**src/rtl/vmem_arb_if.sv**
```systemverilog
// Display, writer and memory-side signals shared by vmem_arb and its environment.
interface vmem_arb_if #(
    parameter int ADDR_W = 19,
    parameter int DATA_W = 24
);
    logic              vga_valid;
    logic [9:0]        h_addr;
    logic [8:0]        v_addr;
    logic [DATA_W-1:0] vga_data;
    logic              wr_valid;
    logic [ADDR_W-1:0] wr_addr;
    logic [DATA_W-1:0] wr_data;
    logic              wr_ready;
    logic [ADDR_W-1:0] mem_addr;
    logic              mem_we;
    logic [DATA_W-1:0] mem_wdata;
    logic [DATA_W-1:0] mem_rdata;
    logic [2:0]        buf_count;
    logic [15:0]       wr_done;

    modport slave (
        input  vga_valid, h_addr, v_addr, wr_valid, wr_addr, wr_data, mem_rdata,
        output vga_data, wr_ready, mem_addr, mem_we, mem_wdata, buf_count, wr_done
    );

    modport master (
        output vga_valid, h_addr, v_addr, wr_valid, wr_addr, wr_data, mem_rdata,
        input  vga_data, wr_ready, mem_addr, mem_we, mem_wdata, buf_count, wr_done
    );
endinterface

```
**src/rtl/vmem_arb.sv**
```systemverilog
// Video memory arbiter: the display reads with absolute priority, buffered writer
// requests drain into memory one per clock during blanking.
module vmem_arb #(
    parameter int ADDR_W = 19,
    parameter int DATA_W = 24,
    parameter int DEPTH  = 4
) (
    input  logic      clk,
    input  logic      resetn,
    vmem_arb_if.slave bus
);
    // DEPTH is a power of two >= 2 so the pointers wrap naturally.
    localparam int         PTR_W   = (DEPTH > 1) ? $clog2(DEPTH) : 1;
    localparam logic [2:0] DEPTH_C = 3'(DEPTH);

    typedef enum logic [1:0] {DISP, IDLE, DRAIN} state_t;
    state_t state, state_nxt;

    logic [ADDR_W-1:0] buf_addr [DEPTH];
    logic [DATA_W-1:0] buf_data [DEPTH];
    logic [PTR_W-1:0]  rd_ptr, wr_ptr;
    logic [2:0]        count;
    logic              rdy_en;
    logic              rd_vld_p1;
    logic [15:0]       done_cnt;
    logic              wr_ready_i;
    logic              push, pop;

    // rdy_en keeps wr_ready low until the first clock after reset release.
    assign wr_ready_i = rdy_en && (count < DEPTH_C);
    assign push       = bus.wr_valid && wr_ready_i;
    assign pop        = (state == DRAIN) && !bus.vga_valid && (count != 3'd0);

    always_ff @(posedge clk or negedge resetn) begin
        if (!resetn) state <= IDLE;
        else         state <= state_nxt;
    end

    always_comb begin
        state_nxt = state;
        if (bus.vga_valid)        state_nxt = DISP;
        else if (count == 3'd0)   state_nxt = IDLE;
        else                      state_nxt = DRAIN;
    end

    always_ff @(posedge clk or negedge resetn) begin
        if (!resetn) begin
            rd_ptr    <= '0;
            wr_ptr    <= '0;
            count     <= 3'd0;
            rdy_en    <= 1'b0;
            rd_vld_p1 <= 1'b0;
            done_cnt  <= 16'd0;
        end else begin
            rdy_en    <= 1'b1;
            rd_vld_p1 <= bus.vga_valid;
            if (push) wr_ptr <= wr_ptr + PTR_W'(1);
            if (pop) begin
                rd_ptr   <= rd_ptr + PTR_W'(1);
                done_cnt <= done_cnt + 16'd1;
            end
            case ({push, pop})
                2'b10:   count <= count + 3'd1;
                2'b01:   count <= count - 3'd1;
                default: count <= count;
            endcase
        end
    end

    always_ff @(posedge clk) begin
        if (push) begin
            buf_addr[wr_ptr] <= bus.wr_addr;
            buf_data[wr_ptr] <= bus.wr_data;
        end
    end

    // ---- p1: read data returns one clock after the display address ----
    always_comb begin
        bus.mem_addr  = '0;
        bus.mem_we    = 1'b0;
        bus.mem_wdata = '0;
        if (bus.vga_valid) begin
            bus.mem_addr = ADDR_W'({bus.h_addr, bus.v_addr});
        end else if (pop) begin
            bus.mem_addr  = buf_addr[rd_ptr];
            bus.mem_we    = 1'b1;
            bus.mem_wdata = buf_data[rd_ptr];
        end
    end

    assign bus.vga_data  = rd_vld_p1 ? bus.mem_rdata : '0;
    assign bus.wr_ready  = wr_ready_i;
    assign bus.buf_count = count;
    assign bus.wr_done   = done_cnt;
endmodule
```
**src/flat_wrapper.sv**
```systemverilog
// flat-port wrapper written by rule: the top's interface ports become plain ports
module vmem_arb_flat 
#(
    parameter int ADDR_W = 19,
    parameter int DATA_W = 24,
    parameter int DEPTH  = 4
)
  (clk, resetn, bus_vga_valid, bus_h_addr, bus_v_addr, bus_wr_valid, bus_wr_addr, bus_wr_data, bus_mem_rdata, bus_vga_data, bus_wr_ready, bus_mem_addr, bus_mem_we, bus_mem_wdata, bus_buf_count, bus_wr_done);
  vmem_arb_if #(.ADDR_W(ADDR_W), .DATA_W(DATA_W)) bus_i ();
  input  logic clk;
  input  logic resetn;
  input wire logic [$bits(bus_i.vga_valid)-1:0] bus_vga_valid;
  input wire logic [$bits(bus_i.h_addr)-1:0] bus_h_addr;
  input wire logic [$bits(bus_i.v_addr)-1:0] bus_v_addr;
  input wire logic [$bits(bus_i.wr_valid)-1:0] bus_wr_valid;
  input wire logic [$bits(bus_i.wr_addr)-1:0] bus_wr_addr;
  input wire logic [$bits(bus_i.wr_data)-1:0] bus_wr_data;
  input wire logic [$bits(bus_i.mem_rdata)-1:0] bus_mem_rdata;
  output wire logic [$bits(bus_i.vga_data)-1:0] bus_vga_data;
  output wire logic [$bits(bus_i.wr_ready)-1:0] bus_wr_ready;
  output wire logic [$bits(bus_i.mem_addr)-1:0] bus_mem_addr;
  output wire logic [$bits(bus_i.mem_we)-1:0] bus_mem_we;
  output wire logic [$bits(bus_i.mem_wdata)-1:0] bus_mem_wdata;
  output wire logic [$bits(bus_i.buf_count)-1:0] bus_buf_count;
  output wire logic [$bits(bus_i.wr_done)-1:0] bus_wr_done;
  assign bus_i.vga_valid = bus_vga_valid;
  assign bus_i.h_addr = bus_h_addr;
  assign bus_i.v_addr = bus_v_addr;
  assign bus_i.wr_valid = bus_wr_valid;
  assign bus_i.wr_addr = bus_wr_addr;
  assign bus_i.wr_data = bus_wr_data;
  assign bus_i.mem_rdata = bus_mem_rdata;
  assign bus_vga_data = bus_i.vga_data;
  assign bus_wr_ready = bus_i.wr_ready;
  assign bus_mem_addr = bus_i.mem_addr;
  assign bus_mem_we = bus_i.mem_we;
  assign bus_mem_wdata = bus_i.mem_wdata;
  assign bus_buf_count = bus_i.buf_count;
  assign bus_wr_done = bus_i.wr_done;
  vmem_arb #(.ADDR_W(ADDR_W), .DATA_W(DATA_W), .DEPTH(DEPTH)) u_core (.clk(clk), .resetn(resetn), .bus(bus_i));
endmodule
```
**config.mk**
```make
export PLATFORM = sky130hd
export DESIGN_NAME = vmem_arb_flat
export DESIGN_NICKNAME = d
export VERILOG_FILES = /design/src/rtl/vmem_arb_if.sv /design/src/rtl/vmem_arb.sv /design/src/flat_wrapper.sv
export SDC_FILE = /design/constraint.sdc
export NUM_CORES = 1
export LEC_CHECK = 0
export ABC_AREA = 1
export ABC_CLOCK_PERIOD_IN_PS = 4500
export CORE_MARGIN = 2
export CORE_UTILIZATION = 55
export CTS_CLUSTER_DIAMETER = 200
export DETAILED_ROUTE_END_ITERATION = 8
export GPL_ROUTABILITY_DRIVEN = 0
export HOLD_SLACK_MARGIN = 0.12
export PLACE_DENSITY = 0.89
export SLEW_MARGIN = 40
export SYNTH_ARGS = -nofsm -noshare
export SYNTH_HDL_FRONTEND = slang
export SYNTH_SLANG_ARGS = --single-unit
```
**constraint.sdc**
```tcl
create_clock -name clk -period 4.5 [get_ports clk]
set_input_delay 0.9 -clock clk [delete_from_list [all_inputs] [get_ports clk]]
set_output_delay 0.9 -clock clk [all_outputs]
set_load 0.02 [all_outputs]
```
==> impl_metrics.tcl, run 1 <==
set metrics [dict create \
    status "finished, final reports clean" \
    area_growth_pct 30.2 \
    numPortBuffers 177 \
    layout_min_cycle_time_ns 3.91 \
    critical_path_arrival_ns 3.01 \
    htreeDepth 4 \
    wl_met2_um 9550 \
    slowest_delay_ns 0.61 \
    dp_hpwl_um 11400 \
    synth_warnings 0 \
    core_mm2 0.0150 \
    period_share_pct 86.9 \
    yosysMostFrequentCell "edfxtp_1" \
    crit_type "in -> out" \
    postCtsSetupBuffers 0 \
    synth_common_cells "172 x edfxtp_1, 169 x nand2_1, 118 x nor2_1" \
    root_buffer "clkbuf_16" \
    synth-seq-area-share_pct 69.7 \
    drive_above_1_share_pct 5.72 \
    min_path_type "reg -> reg" \
    die_x_um 127 \
    hold_violations 0 \
    grt_pass1_wl_um 28800 \
    multi_input_area_mm2 0.00217 \
    end_kind "primary output" \
    drtIter0Drc 456 \
    netlist_area_mm2 0.00838 \
    cp_num_buf_inv 3 \
    top_layer_used "met4" \
    drv_slew 0 \
    grt_usage_pct 23.3 \
    p_leak_uw 0.00412 \
    worst_pin_slew_ns 0.692 \
    synth-simple-area-share_pct 14.7 \
    fin_skew_ns 0.0167 \
    gr-total-overflow 0 \
    regArea_mm2 0.00584 \
    nFillCells 962 \
    synthMuxAreaShare_pct 0 \
    max-slew-margin-rel_pct 53.8 \
    synth_cell_types 32 \
    startpoint_type "input pin" \
    antenna_left 0 \
    yosys.area.top_type "edfxtp_1" \
    synth_fp_nets 841 \
    synth_fa_ha_area_share_pct 1.13 \
    p_per_area_mw_per_mm2 514 \
    maxCapViolations 0 \
    path_clk_slew_ns 0.07 \
    synthCells 744 \
    firstDrtPassIters 5 \
    vias_per_cell 5.42 \
    drc 0 \
    die_h_um 127 \
    synth_compound_area_share_pct 8.58 \
    crit_path_cell_trace "clkdlybuf4s50_1, nor3b_2, nand2_4, inv_4, nand2_1, nand2_1, clkdlybuf4s50_1" \
    setup_viol 0 \
    ys.flop_type "edfxtp_1" \
    avgRoutedWirePerCell_um 16.6 \
    setup_tns_ns 0 \
    rsz0062_at_grt "false" \
    route.met3.wl_um 1190 \
    synth_area_leaders "edfxtp_1 62%, dfrtp_1 7.8%, nand2_1 7.6%" \
    antenna_cells 0 \
    cts_made_buffers 17 \
    synth-async-reset-ratio_pct 13.6 \
    clkSinkCount 199 \
    synth_edf_count 172 \
    io_pins 178 \
    critPathSlowestCell "clkdlybuf4s50_1" \
    worstPathRequired_ns 3.60 \
    clk_latency_ns 0.44 \
    critical-path-top-delay-family "buffers and inverters" \
    whs_ns 0.513 \
    die-area_mm2 0.0162 \
    antenna_found_initial 0 \
    synth_top_family_by_area "simple AND/OR/NAND/NOR gates" \
    clockBufferDepth 2 \
    wl_met1_um 7400 \
    rows 45 \
    synth.avg_cell_area_um2 11.3 \
    synthXorXnorAreaFrac_pct 1.15 \
    clock.fmax_ghz 0.256 \
    path_max_fanout 28 \
    cts_tree "done" \
    fin_nets 1010 \
    vias 6037 \
    wirelength_um 18500 \
    grt_start_max_net_pins 88 \
    synth_top_area_share_pct 61.6 \
    cts_hold_buf 0 \
    grt_pass1_vias 5894 \
    synth-seq-cells 199 \
    ir_drop_uv 496 \
    post_cts_resized 0 \
    start_util_pct 55.7 \
]
[worst register-to-register path, stage by stage (launching register included)]
cell and delay (ns):
dfrtp_1 0.43, inv_1 0.11, nand3_1 0.15, nand2_4 0.24, inv_4 0.35, ha_1 0.22
inv_1 0.07, fa_1 0.39, a21oi_1 0.14, o21ai_0 0.10, xor2_1 0.15
[cell type report]
class	instances	area share, %
sequential	199	53.6
timing repair buffer	187	17.4
tap	188	2.16
clock buffer	23	4.29
multi-input combinational	461	19.9
clock inverter	9	0.941
inverter	47	1.71
[per-layer routing]
| metal | up-vias | global-route usage (%) |
|---|---|---|
| met3 | 35 | 5.32 |
| met4 | 0 | 10.9 |
| met5 | - | 0 |
| met2 | 232 | 40.2 |
| met1 | 2905 | 28.0 |
| li1 | 2865 | - |
[final timing paths]
kind / cells after the start / start / endpoint / slack, ns
min in group asynchronous: 2 / resetn / u_core.bus.wr_done[5]$_DFFE_PN0N_ / 0.85
hold / removal: 2 / u_core.bus.wr_done[15]$_DFFE_PN0N_ / u_core.bus.wr_done[15]$_DFFE_PN0N_ / 0.51
max in group asynchronous: 2 / resetn / u_core.state[0]$_DFF_PN1_ / 3.34
setup / recovery: 7 / bus_vga_valid / bus_mem_addr[2] / 0.59
hold reg to reg: 2 / u_core.bus.wr_done[15]$_DFFE_PN0N_ / u_core.bus.wr_done[15]$_DFFE_PN0N_ / 0.51
setup reg to reg: 10 / u_core.bus.buf_count[1]$_DFFE_PN0P_ / u_core.bus.buf_count[2]$_DFFE_PN0P_ / 2.04
[layout by cell type (no fill, tap or decap), types with 10 or more instances in the layout]
cell type        count
a21oi_1             64
a22oi_1             19
clkbuf_16           17
clkdlybuf4s50_1    177
dfrtp_1             24
edfxtp_1           172
inv_1               43
nand2_1            169
nor2_1             114
o21ai_0             36
o21ai_1             14
xor2_1              10
[stage by stage]
step	area, um2	util [%]	std cells	power (uW)	setup slack, ns
2_1_floorplan	8380	-	744	3510	1.12
3_3_place_gp	10300	68.7	1082	4100	0.575
3_5_place_dp	10300	68.7	1082	4160	0.555
4_1_cts	10900	72.5	1114	5630	0.556
5_1_grt	10900	72.6	1114	5890	0.440
6_report	10900	72.6	1114	5600	0.592
[logic make-up after synthesis]
family,after synthesis
other,1
adders and majority gates,7
AOI/OAI and AO/OA,134
xor gates and xnor gates,11
DFF,199
buffers and inverters,84
and+or+nand+nor,308
[registers in the layout, indices dropped and copies added (netlist names)]
signal / count
u_core.buf_addr: 76
u_core.buf_data: 96
u_core.bus.buf_count: 3
u_core.bus.wr_done: 16
u_core.rd_ptr: 2
u_core.rd_vld_p1: 1
u_core.rdy_en: 1
u_core.state: 2
u_core.wr_ptr: 2
[report_power, final]
| part | switching (uW) | internal [uW] |
|---|---|---|
| clock | 618 | 844 |
| combinational | 1180 | 691 |
| sequential | 90.4 | 2170 |
(Power assumes the default switching activity.)
==> run 2, diff against run 1 <==
--- a/config.mk
+++ b/config.mk
@@ -12,6 +12,7 @@
 export CTS_CLUSTER_DIAMETER = 200
 export DETAILED_ROUTE_END_ITERATION = 8
 export GPL_ROUTABILITY_DRIVEN = 0
+export GPL_TIMING_DRIVEN = 0
 export HOLD_SLACK_MARGIN = 0.12
 export PLACE_DENSITY = 0.89
 export SLEW_MARGIN = 40
==> impl_metrics.tcl, run 2 (synthesis results as in run 1) <==
set metrics [dict create \
    status "finished, final reports clean" \
    rows 45 \
    post_cts_resized 0 \
    final_cell_mix "176 x clkdlybuf4s50_1, 172 x edfxtp_1, 169 x nand2_1" \
    nFillCells 918 \
    regArea_mm2 0.00584 \
    r2r_slack_ns 2.18 \
    whs_ns 0.476 \
    postCtsSetupBuffers 0 \
    p_sw_share_pct 35.1 \
    cts_hold_buf 0 \
    die-area_mm2 0.0162 \
    critical-path-top-delay-family "buffers and inverters" \
    vias 6398 \
    worst_pin_slew_ns 0.624 \
    antenna_left 0 \
    layout.cells.most_common "clkdlybuf4s50_1" \
    startpoint_type "input pin" \
    reg2reg_depth 11 \
    firstDrtPassIters 5 \
    grt_usage_pct 25.8 \
    grt_pass1_wl_um 31800 \
    switchingPower_uw 2050 \
    cts_made_buffers 17 \
    grt_start_max_net_pins 28 \
    p_per_area_mw_per_mm2 522 \
    multi_input_area_mm2 0.00217 \
    io_pins 178 \
    core_mm2 0.0150 \
    min_path_type "in -> async" \
    top_register "u_core.buf_data" \
    clkSinkCount 199 \
    end_kind "primary output" \
    drive_above_1_share_pct 7.80 \
    drv_slew 0 \
    largest_reg_flops 96 \
    start_util_pct 55.7 \
    r2r-end "u_core.bus.buf_count[2]$_DFFE_PN0P_" \
    path_max_fanout 10 \
    setup_viol 0 \
    vias_per_cell 5.56 \
    seqPwrFrac_pct 38.6 \
    area_growth_pct 33.5 \
    avgRoutedWirePerCell_um 18.0 \
    critical_path_arrival_ns 3.10 \
    crit_path_cell_trace "clkdlybuf4s50_1, nor3b_2, nand2_4, buf_2, a21oi_1, clkdlybuf4s50_1" \
    critPathSlowestCell "clkdlybuf4s50_1" \
    clk_latency_ns 0.43 \
    cts_tree "done" \
    grt_pass1_vias 6233 \
    drc 0 \
    fin_util_pct 74.4 \
    hold_violations 0 \
    drtIter0Drc 601 \
    root_buffer "clkbuf_16" \
    rr_startpoint "u_core.bus.buf_count[1]$_DFFE_PN0P_" \
    die_x_um 127 \
    path_clk_slew_ns 0.07 \
    p_leak_uw 0.00427 \
    clockBufferDepth 2 \
    clock.fmax_ghz 0.250 \
    ir_drop_uv 313 \
    intPower_uw 3790 \
    maxCapViolations 0 \
    critPathMostFrequentCell "clkdlybuf4s50_1" \
    dp_hpwl_um 13300 \
    die_h_um 127 \
    layout_min_cycle_time_ns 4.00 \
    antenna_found_initial 1 \
    fin_skew_ns 0.00991 \
    cp_num_buf_inv 3 \
    power_frac_clock_pct 25.1 \
    htreeDepth 4 \
    numPortBuffers 177 \
    period_share_pct 88.9 \
    gr-total-overflow 0 \
    worstPathRequired_ns 3.60 \
    fin_nets 1046 \
    power_frac_comb_pct 36.3 \
    slowest_delay_ns 0.65 \
    rsz0062_at_grt "false" \
    max-slew-margin-rel_pct 58.4 \
    wirelength_um 20700 \
    crit_type "in -> out" \
]
[run 2: changes by cell type in the layout (fill, tap and decap cells not counted), sizes merged]
| cell | previous run | this run |
|---|---|---|
| clkbuf | 23 | 32 |
| diode | 0 | 1 |
| clkinv | 5 | 8 |
| clkdlybuf4s50 | 177 | 176 |
| inv | 47 | 49 |
| clkinvlp | 2 | 1 |
| buf | 10 | 34 |
[run 2: metal layers]
layer / wire, um / GRT usage, % / vias up / share of wire [%]
met5: 0 / 0 / - / 0
met3: 2010 / 7.58 / 46 / 9.7
met1: 7730 / 31.0 / 3029 / 37
met2: 10500 / 44.0 / 385 / 51
li1: - / - / 2938 / -
met4: 500 / 10.3 / 0 / 2.4
[run 2: worst max path at each step]
stage / start / end / slack, ns / cells after the start
final: bus_vga_valid / bus_mem_wdata[21] / 0.50 / 6
after global routing: bus_vga_valid / bus_mem_addr[1] / 0.42 / 8
after CTS: bus_vga_valid / bus_mem_addr[16] / 0.52 / 8
after detailed placement: bus_vga_valid / bus_mem_addr[1] / 0.53 / 8
after global placement: bus_wr_valid / u_core.buf_data[0][14]$_DFFE_PP_ / -0.71 / 3
after floorplan: u_core.bus.buf_count[2]$_DFFE_PN0P_ / u_core.buf_addr[0][0]$_DFFE_PP_ / 1.12 / 3
[run 2: cell type report]
class	instances	area share, %
multi-input cells	461	19.4
inverters	47	1.62
clock buffers	19	3.87
flip-flops and latches	199	52.2
plain buffers	37	1.90
clock inverters	13	1.14
repair buffers	186	17.7
well taps	188	2.10
diodes	1	0.0224
[run 2: power groups by stage]
stage                     registers [uW]  logic, uW  clock network [uW]
after floorplan                     2310       1200                   0
after global placement              2290       1940                   0
after detailed placement            2290       2060                   0
after CTS                           2250       2100                1460
after global routing                2270       2290                1540
final                               2250       2120                1460
[run 2: metrics by stage]
| stage | setup slack, ns | setup TNS (ns) | power [uW] | std cells | cell area, um2 |
|---|---|---|---|---|---|
| finish | 0.498 | 0 | 5830 | 1151 | 11200 |
| global route | 0.420 | 0 | 6090 | 1150 | 11200 |
| CTS | 0.523 | 0 | 5820 | 1150 | 11200 |
| detailed placement | 0.527 | 0 | 4350 | 1118 | 10600 |
| global placement | -0.714 | -109.40 | 4230 | 1109 | 10400 |
| floorplan | 1.12 | 0 | 3510 | 744 | 8380 |
[run 2: worst register-to-register path, cell delays in order (launching register included)]
cell,delay [ns]
dfrtp_1,0.42
inv_1,0.11
nand3_1,0.15
nand2_4,0.17
inv_4,0.18
buf_6,0.18
ha_1,0.15
inv_1,0.07
fa_1,0.38
a21oi_1,0.14
o21ai_0,0.11
xor2_1,0.15
==> run 3, diff against run 2 <==
--- a/config.mk
+++ b/config.mk
@@ -7,6 +7,7 @@
 export LEC_CHECK = 0
 export ABC_AREA = 1
 export ABC_CLOCK_PERIOD_IN_PS = 4500
+export CAP_MARGIN = 10
 export CORE_MARGIN = 2
 export CORE_UTILIZATION = 55
 export CTS_CLUSTER_DIAMETER = 200
@@ -14,7 +15,7 @@
 export GPL_ROUTABILITY_DRIVEN = 0
 export GPL_TIMING_DRIVEN = 0
 export HOLD_SLACK_MARGIN = 0.12
-export PLACE_DENSITY = 0.89
+export PLACE_DENSITY = 0.93
 export SLEW_MARGIN = 40
 export SYNTH_ARGS = -nofsm -noshare
 export SYNTH_HDL_FRONTEND = slang
==> impl_metrics.tcl, run 3 (synthesis results as in run 1) <==
set metrics [dict create \
    postCtsSetupBuffers 0 \
    ir_drop_uv 418 \
    fin_skew_ns 0.0155 \
    met2_usage_pct 43.7 \
    max-slew-margin-rel_pct 59.2 \
    end_kind "primary output" \
    worst_slack_ns 0.537 \
    grt_pass1_vias 6306 \
    clkSinkCount 199 \
    setup_tns_ns 0 \
    wirelength_um 20800 \
    root_buffer "clkbuf_16" \
    avgRoutedWirePerCell_um 18.1 \
    p_leak_uw 0.00430 \
    start_util_pct 55.7 \
    multi_input_area_mm2 0.00217 \
    antenna_found_initial 0 \
    antenna_cells 0 \
    fin_nets 1046 \
    antenna_left 0 \
    critical_path_arrival_ns 3.06 \
    p_per_area_mw_per_mm2 525 \
    area_growth_pct 34.2 \
    gr-total-overflow 0 \
    cts_tree "done" \
    top_register "u_core.buf_data" \
    crit_type "in -> out" \
    drtIter0Drc 580 \
    die-area_mm2 0.0162 \
    min_path_type "in -> async" \
    grt_usage_pct 25.8 \
    die_h_um 127 \
    numPortBuffers 177 \
    drv_slew 0 \
    io_pins 178 \
    grt_util_met1_pct 30.5 \
    htreeDepth 4 \
    drc 0 \
    dp_hpwl_um 13900 \
    die_x_um 127 \
    grt_pass1_wl_um 31600 \
    layout_min_cycle_time_ns 3.96 \
    vias_per_cell 5.58 \
    clock.fmax_ghz 0.252 \
    cts_hold_buf 0 \
    worstPathRequired_ns 3.60 \
    rows 45 \
    startpoint_type "input pin" \
    core_mm2 0.0150 \
    grt_start_max_net_pins 28 \
    rsz0062_at_grt "false" \
    status "finished, final reports clean" \
    cts_made_buffers 17 \
    hold_violations 0 \
    vias 6415 \
    path_max_fanout 10 \
    drive_above_1_share_pct 7.80 \
    firstDrtPassIters 5 \
    post_cts_resized 0 \
    clockBufferDepth 2 \
    layout.cells.most_common "clkdlybuf4s50_1" \
    clk_latency_ns 0.45 \
    worst_pin_slew_ns 0.610 \
    largest_reg_flops 96 \
    nFillCells 900 \
    period_share_pct 88.1 \
    final_cell_mix "176 x clkdlybuf4s50_1, 172 x edfxtp_1, 169 x nand2_1" \
    maxCapViolations 0 \
    dp_worst_setup_slack_ns 0.556 \
    grt_use_met3_pct 6.70 \
    path_clk_slew_ns 0.07 \
    regArea_mm2 0.00584 \
    top_usage_layer "met2" \
    setup_viol 0 \
]
## run 3: final timing paths
path | slack, ns | start | end | cells after the start
worst max-delay path | 0.54 | bus_vga_valid | bus_mem_wdata[14] | 6
worst min-delay path | 0.46 | resetn | u_core.bus.wr_done[2]$_DFFE_PN0N_ | 1
worst max register to register | 2.21 | u_core.bus.buf_count[0]$_DFFE_PN0P_ | u_core.bus.buf_count[2]$_DFFE_PN0P_ | 11
worst min register to register | 0.53 | u_core.bus.buf_count[1]$_DFFE_PN0P_ | u_core.bus.buf_count[1]$_DFFE_PN0P_ | 2
max in group asynchronous | 3.63 | resetn | u_core.rdy_en$_DFF_PN0_ | 1
min in group clk | 0.53 | u_core.bus.buf_count[1]$_DFFE_PN0P_ | u_core.bus.buf_count[1]$_DFFE_PN0P_ | 2
## run 3: layer usage
| metal | up-vias | share of wire [%] |
|---|---|---|
| li1 | 2940 | - |
| met1 | 3052 | 38 |
| met2 | 371 | 51 |
| met3 | 52 | 8.6 |
| met4 | 0 | 2.9 |
| met5 | - | 0 |
## run 3: final cells by class
cell class / instances / area share (%)
multi-input combinational: 461 / 19.3
inverter: 47 / 1.61
buffer: 37 / 1.89
timing repair buffer: 186 / 17.7
clock inverter: 6 / 0.412
clock buffer: 26 / 5.02
tap: 188 / 2.09
sequential: 199 / 51.9
## run 3: worst max-delay path, stage by stage
cell and delay, ns:
clkdlybuf4s50_1 0.54, nor3b_2 0.29, nand2_4 0.18, buf_2 0.25
a21oi_1 0.23, clkdlybuf4s50_1 0.65
## run 3: stage by stage
| stage | cell area [um2] | std cells | hold WS [ns] | power (uW) | utilization (%) |
|---|---|---|---|---|---|
| after global routing | 11200 | 1150 | 0.505 | 6170 | 74.8 |
| after detailed placement | 10600 | 1118 | 0.512 | 4360 | 70.7 |
| after global placement | 10400 | 1109 | 0.469 | 4220 | 69.1 |
| final | 11200 | 1150 | 0.459 | 5910 | 74.8 |
| after floorplan | 8380 | 744 | 0.557 | 3510 | - |
| after CTS | 11200 | 1150 | 0.467 | 5890 | 74.8 |
## run 3: report_power, final
part           switching [uW]  leakage, uW  internal [uW]
Clock                     653     0.000302            875
Combinational            1330      0.00210            803
Sequential               75.6      0.00190           2170
Total                    2060      0.00430           3850
==> edit 1, RTL diff (config.mk and constraints of run 2) <==
Re-encode `state_t` (3 states) as one-hot, 3 bits wide.
--- a/src/rtl/vmem_arb.sv
+++ b/src/rtl/vmem_arb.sv
@@ -13,7 +13,7 @@
     localparam int         PTR_W   = (DEPTH > 1) ? $clog2(DEPTH) : 1;
     localparam logic [2:0] DEPTH_C = 3'(DEPTH);
 
-    typedef enum logic [1:0] {DISP, IDLE, DRAIN} state_t;
+    typedef enum logic [2:0] {DISP = 3'b001, IDLE = 3'b010, DRAIN = 3'b100} state_t;
     state_t state, state_nxt;
 
     logic [ADDR_W-1:0] buf_addr [DEPTH];
Check against the original RTL: same outputs for any inputs over 4 cycles, from zero or initial values and one cycle with resetn low; so few cycles prove little.
==> edit 1 against run 2 <==
- sequential cell count is the same
- utilization up 0.23 points
- critical path depth is 2 higher
- wire length is 2.5% higher
- power decreased by 5.2%
- synthesized area grew 0.67%
- final area up 0.68%
- first-iteration DRC count shrank 8.8%
- setup slack better by 81 ps
- largest cell class unchanged
- highest routed layer unchanged
==> edit 1: results (changes against run 2) <==
[route]
drt-total-wl_mm=21.27  ; +2.5%
routed_via_density=5.581  ; +0.41%
drt_iter0_drc=548  ; -8.8%
drtPass1Iterations=6  ; +1

[pwr]
p_leak_nw=4.390  ; +2.8%
peakVddDrop_uv=320.8  ; +2.6%

[final_layout]
nNonClkBuffers=225  ; +0.90%
fillers=877  ; -4.5%
final_cells=1156  ; +0.43%
clkbuf_count=18  ; -1
area.sequential_sq_mm=0.005842  ; unchanged
clockNetworkAreaShare=0.05044  ; +0.0003267
area_share_nonclk_buffers=0.1956  ; about the same
fin_nets=1051  ; +0.48%
inverters=72  ; +53%
multi_input_area_share=0.1899  ; -0.004541
drive_gt1_frac=0.08687  ; +0.008904
multi_input_cells=439  ; -4.8%

[sta]
worst_slew_pin_slew_ps=683.4  ; +59.61 ps
skew_ps=15.43  ; +5.519 ps

[synth]
synthMuxAreaShare=0  ; unchanged
syn_area_per_cell_sq_um=11.26  ; about the same
ys_seq_area_frac=0.6924  ; -0.004652
synth-seq-cells=199  ; unchanged
yosysUniqueCellTypes=29  ; -9.4%
yosys-top-cells-count=edfxtp_1 (172), nand2_1 (150), nor2_1 (107), o21ai_0 (88), inv_1 (69)
synth-edff-count=172  ; unchanged
synth_flop_cell=edfxtp_1
ys_top_cells_by_area=edfxtp_1 (61%), dfrtp_1 (7.7%), nand2_1 (6.7%)
synth_xor_xnor_area_share=0.01350  ; +0.002000
synthAdderAreaFrac=0.01127  ; -0.00007572
syn_nets=846  ; +0.59%
ys_warn_count=0  ; unchanged
async_flop_share=0.1357  ; unchanged
synth_compound_area_frac=0.08527  ; -0.0005729

[global_routing]
grt_first_pass_wirelength_mm=32.42  ; +1.9%
antenna_found_initial=1  ; unchanged
grt_max_degree=28  ; unchanged
gr-usage-all-layers=0.2637  ; +0.005616
grt_pass1_vias=6265  ; +0.51%

[status]
status=finished clean

[worst_setup_path]
worstPathArrival_ps=3020  ; -80 ps
slowest_delay_ps=600  ; -50 ps
cp_max_fo=10  ; unchanged
crit_family=buffers and inverters

[clock_tree]
post_cts_buffers=0  ; unchanged
post_cts_resized=0  ; unchanged
cts_hold_buf=0  ; unchanged
htree_levels=4  ; unchanged
clk_latency_ps=440
cts_buffer_depth=2  ; unchanged

[place]
placement.io_buffers=177  ; unchanged
hpwl_mm=14.49  ; +8.9%

[min_path]
hp-class=input pin to asynchronous set/reset pin

[edit 1: cell types whose count changed after synthesis, moves of 14 or more]
cell and change:
o22ai_1 +43, nand2_1 -19, o21ai_0 +52, inv_1 +26, o21ai_1 -14, a21oi_1 -62, a22oi_1 -19
[edit 1: metal layers]
layer | up-vias | wire length [um] | global-route usage
met5 | - | 0 | 0
met4 | 0 | 317 | 0.1105
met3 | 35 | 2003 | 0.07012
met2 | 392 | 11110 | 0.4596
met1 | 3071 | 7842 | 0.3108
li1 | 2954 | - | -
[edit 1: stage by stage]
| step | TNS (ps) | setup slack, ps | cell area (sq um) | hold slack, ps |
|---|---|---|---|---|
| after global placement | -95720 | -599.4 | 10440 | 484.4 |
| after CTS | 0 | 585.3 | 11260 | 480.5 |
| after floorplan | 0 | 1123 | 8437 | 556.6 |
| final | 0 | 579.2 | 11260 | 477.4 |
| after global routing | 0 | 485.6 | 11260 | 513.3 |
| after detailed placement | 0 | 606.1 | 10690 | 497.3 |
[edit 1: worst paths after layout]
path                                          from                 endpoint  slack [ps]  depth (start not counted)
max                                  bus_vga_valid         bus_mem_wdata[9]         580                          8
min                                         resetn         u_core.rd_ptr[0]         480                          1
max reg2reg                u_core.bus.buf_count[0]  u_core.bus.buf_count[2]        2100                         11
min reg2reg                u_core.bus.buf_count[0]  u_core.bus.buf_count[0]         510                          1
max in group asynchronous                   resetn   u_core.bus.wr_done[14]        3620                          1
min in group clk           u_core.bus.buf_count[0]  u_core.bus.buf_count[0]         510                          1
[edit 1: report_power, final]
part / switching, mW / internal [mW] / leakage [nW]
sequential: 0.0749 / 2.16 / 1.90
combinational: 1.16 / 0.675 / 2.22
clock: 0.688 / 0.777 / 0.270
total: 1.92 / 3.61 / 4.39
==> edit 2, RTL diff (config.mk and constraints of run 2) <==
Made on the original files. `ADDR_W` is set to 19 in 3 places; all go to 27.
--- a/src/rtl/vmem_arb_if.sv
+++ b/src/rtl/vmem_arb_if.sv
@@ -1,6 +1,6 @@
 // Display, writer and memory-side signals shared by vmem_arb and its environment.
 interface vmem_arb_if #(
-    parameter int ADDR_W = 19,
+    parameter int ADDR_W = 27,
     parameter int DATA_W = 24
 );
     logic              vga_valid;
--- a/src/rtl/vmem_arb.sv
+++ b/src/rtl/vmem_arb.sv
@@ -1,7 +1,7 @@
 // Video memory arbiter: the display reads with absolute priority, buffered writer
 // requests drain into memory one per clock during blanking.
 module vmem_arb #(
-    parameter int ADDR_W = 19,
+    parameter int ADDR_W = 27,
     parameter int DATA_W = 24,
     parameter int DEPTH  = 4
 ) (
--- a/src/flat_wrapper.sv
+++ b/src/flat_wrapper.sv
@@ -1,7 +1,7 @@
 // flat-port wrapper written by rule: the top's interface ports become plain ports
 module vmem_arb_flat 
 #(
-    parameter int ADDR_W = 19,
+    parameter int ADDR_W = 27,
     parameter int DATA_W = 24,
     parameter int DEPTH  = 4
 )
Ports: changed (resized bus_mem_addr and bus_wr_addr); port bits go from 178 to 194. No check against the original RTL was run, so the function may have changed too.
==> edit 2 against run 2 <==
- sequential share of layout area increased by 1.3 points
- via count grew 11%
- wire length rose by 13%
- final area is 14% higher
- sequential cell count rose by 32
- sequential power up 16%
- critical path depth unchanged
- setup slack gained 40 ps
- synthesized cell count rose by 13%
- fmax increased by 1.0%
- synthesized area rose by 14%
- power is 14% higher
- largest power group unchanged
==> edit 2: results (changes against run 2) <==
[global_routing]
antenna_found_initial=0  ; -1
grt_pass1_vias=7102  ; +14%

[pwr]
p_leak_nw=4.734  ; +11%
peakVddDrop_uv=456.1  ; +46%
pg_seq_mw=2.61  ; +16%
clkPwrFrac=0.260  ; +0.009
net-switching-power_mw=2.286  ; +12%

[status]
status=finished clean

[synth]
yosysUniqueCellTypes=27  ; -16%
synth-edff-count=204  ; +19%
ys_seq_area_frac=0.7130  ; +0.01588
ys_top_cells_by_area=edfxtp_1 (64%), nor2_1 (7.6%), dfrtp_1 (6.8%)
async_flop_share=0.1169  ; -0.01880
yosys-top-cells-count=edfxtp_1 (204), nor2_1 (192), nand2_1 (131), o21ai_1 (53), o21ai_0 (51)

[final_layout]
fin_nets=1177  ; +13%
fillers=1087  ; +18%

[clock_tree]
cts_buffer_depth=3  ; +1
cts_buffers=23  ; +6
htree_levels=1  ; -3

[sta]
skew_ps=9.430  ; -0.4761 ps

[worst_setup_path]
ff2ff_setup_slack_ps=2160  ; -20 ps
r2r_start=u_core.bus.buf_count[0]
worstPathArrival_ps=3060  ; -40 ps

[route]
drt-total-wl_mm=23.41  ; +13%
route.met2.wl_mm=11.85  ; +13%

[place]
place_area_sq_mm=0.01204  ; +13%
hpwl_mm=16.13  ; +21%

## edit 2: cell count changes in the layout (fill, tap and decap cells not counted), moves of 3 or more
| cell | delta |
|---|---|
| o21ai_0 | +15 |
| o21ai_1 | +39 |
| o22ai_1 | +19 |
| inv_1 | +4 |
| clkbuf_16 | +6 |
| clkbuf_1 | +11 |
| nor2_1 | +74 |
| a22oi_1 | -19 |
| a21oi_1 | -30 |
| buf_6 | -3 |
| clkdlybuf4s50_1 | +16 |
| nand2_1 | -38 |
| edfxtp_1 | +32 |
## edit 2: per-stage QoR
step           cells  utilization  hold slack, ps  power, mW  TNS (ps)
2_1_floorplan    842            -           556.6      4.012         0
3_3_place_gp    1260       0.6868           474.1      4.826   -239010
3_5_place_dp    1272       0.7037           511.3      4.965         0
4_1_cts         1309       0.7425           426.2      6.694         0
5_1_grt         1309       0.7425           454.5      6.998         0
6_report        1309       0.7425           416.0      6.674         0
## edit 2: cell type report
cell class                      instances  area (sq um)  share of cell area
Clock inverter                         10         75.07            0.005907
Clock buffer                           27         590.6             0.04647
Tap cell                              225         281.5             0.02215
Timing Repair Buffer                  205          2191              0.1724
Sequential cell                       231          6803              0.5352
Inverter                               51         191.4             0.01506
Multi-Input combinational cell        517          2365              0.1861
Buffer                                 43         212.7             0.01674
## edit 2: logic make-up (layout without fill, tap and decap cells)
| logic type | Yosys count | in the layout | synth area share |
|---|---|---|---|
| compound gates | 157 | 157 | 0.08484 |
| simple gates | 340 | 340 | 0.1385 |
| buf+inv | 94 | 336 | 0.04235 |
| xor+xnor | 12 | 12 | 0.01101 |
| other cells | 1 | 1 | 0.0003930 |
| flops | 231 | 231 | 0.7130 |
| fa+ha+maj | 7 | 7 | 0.009966 |
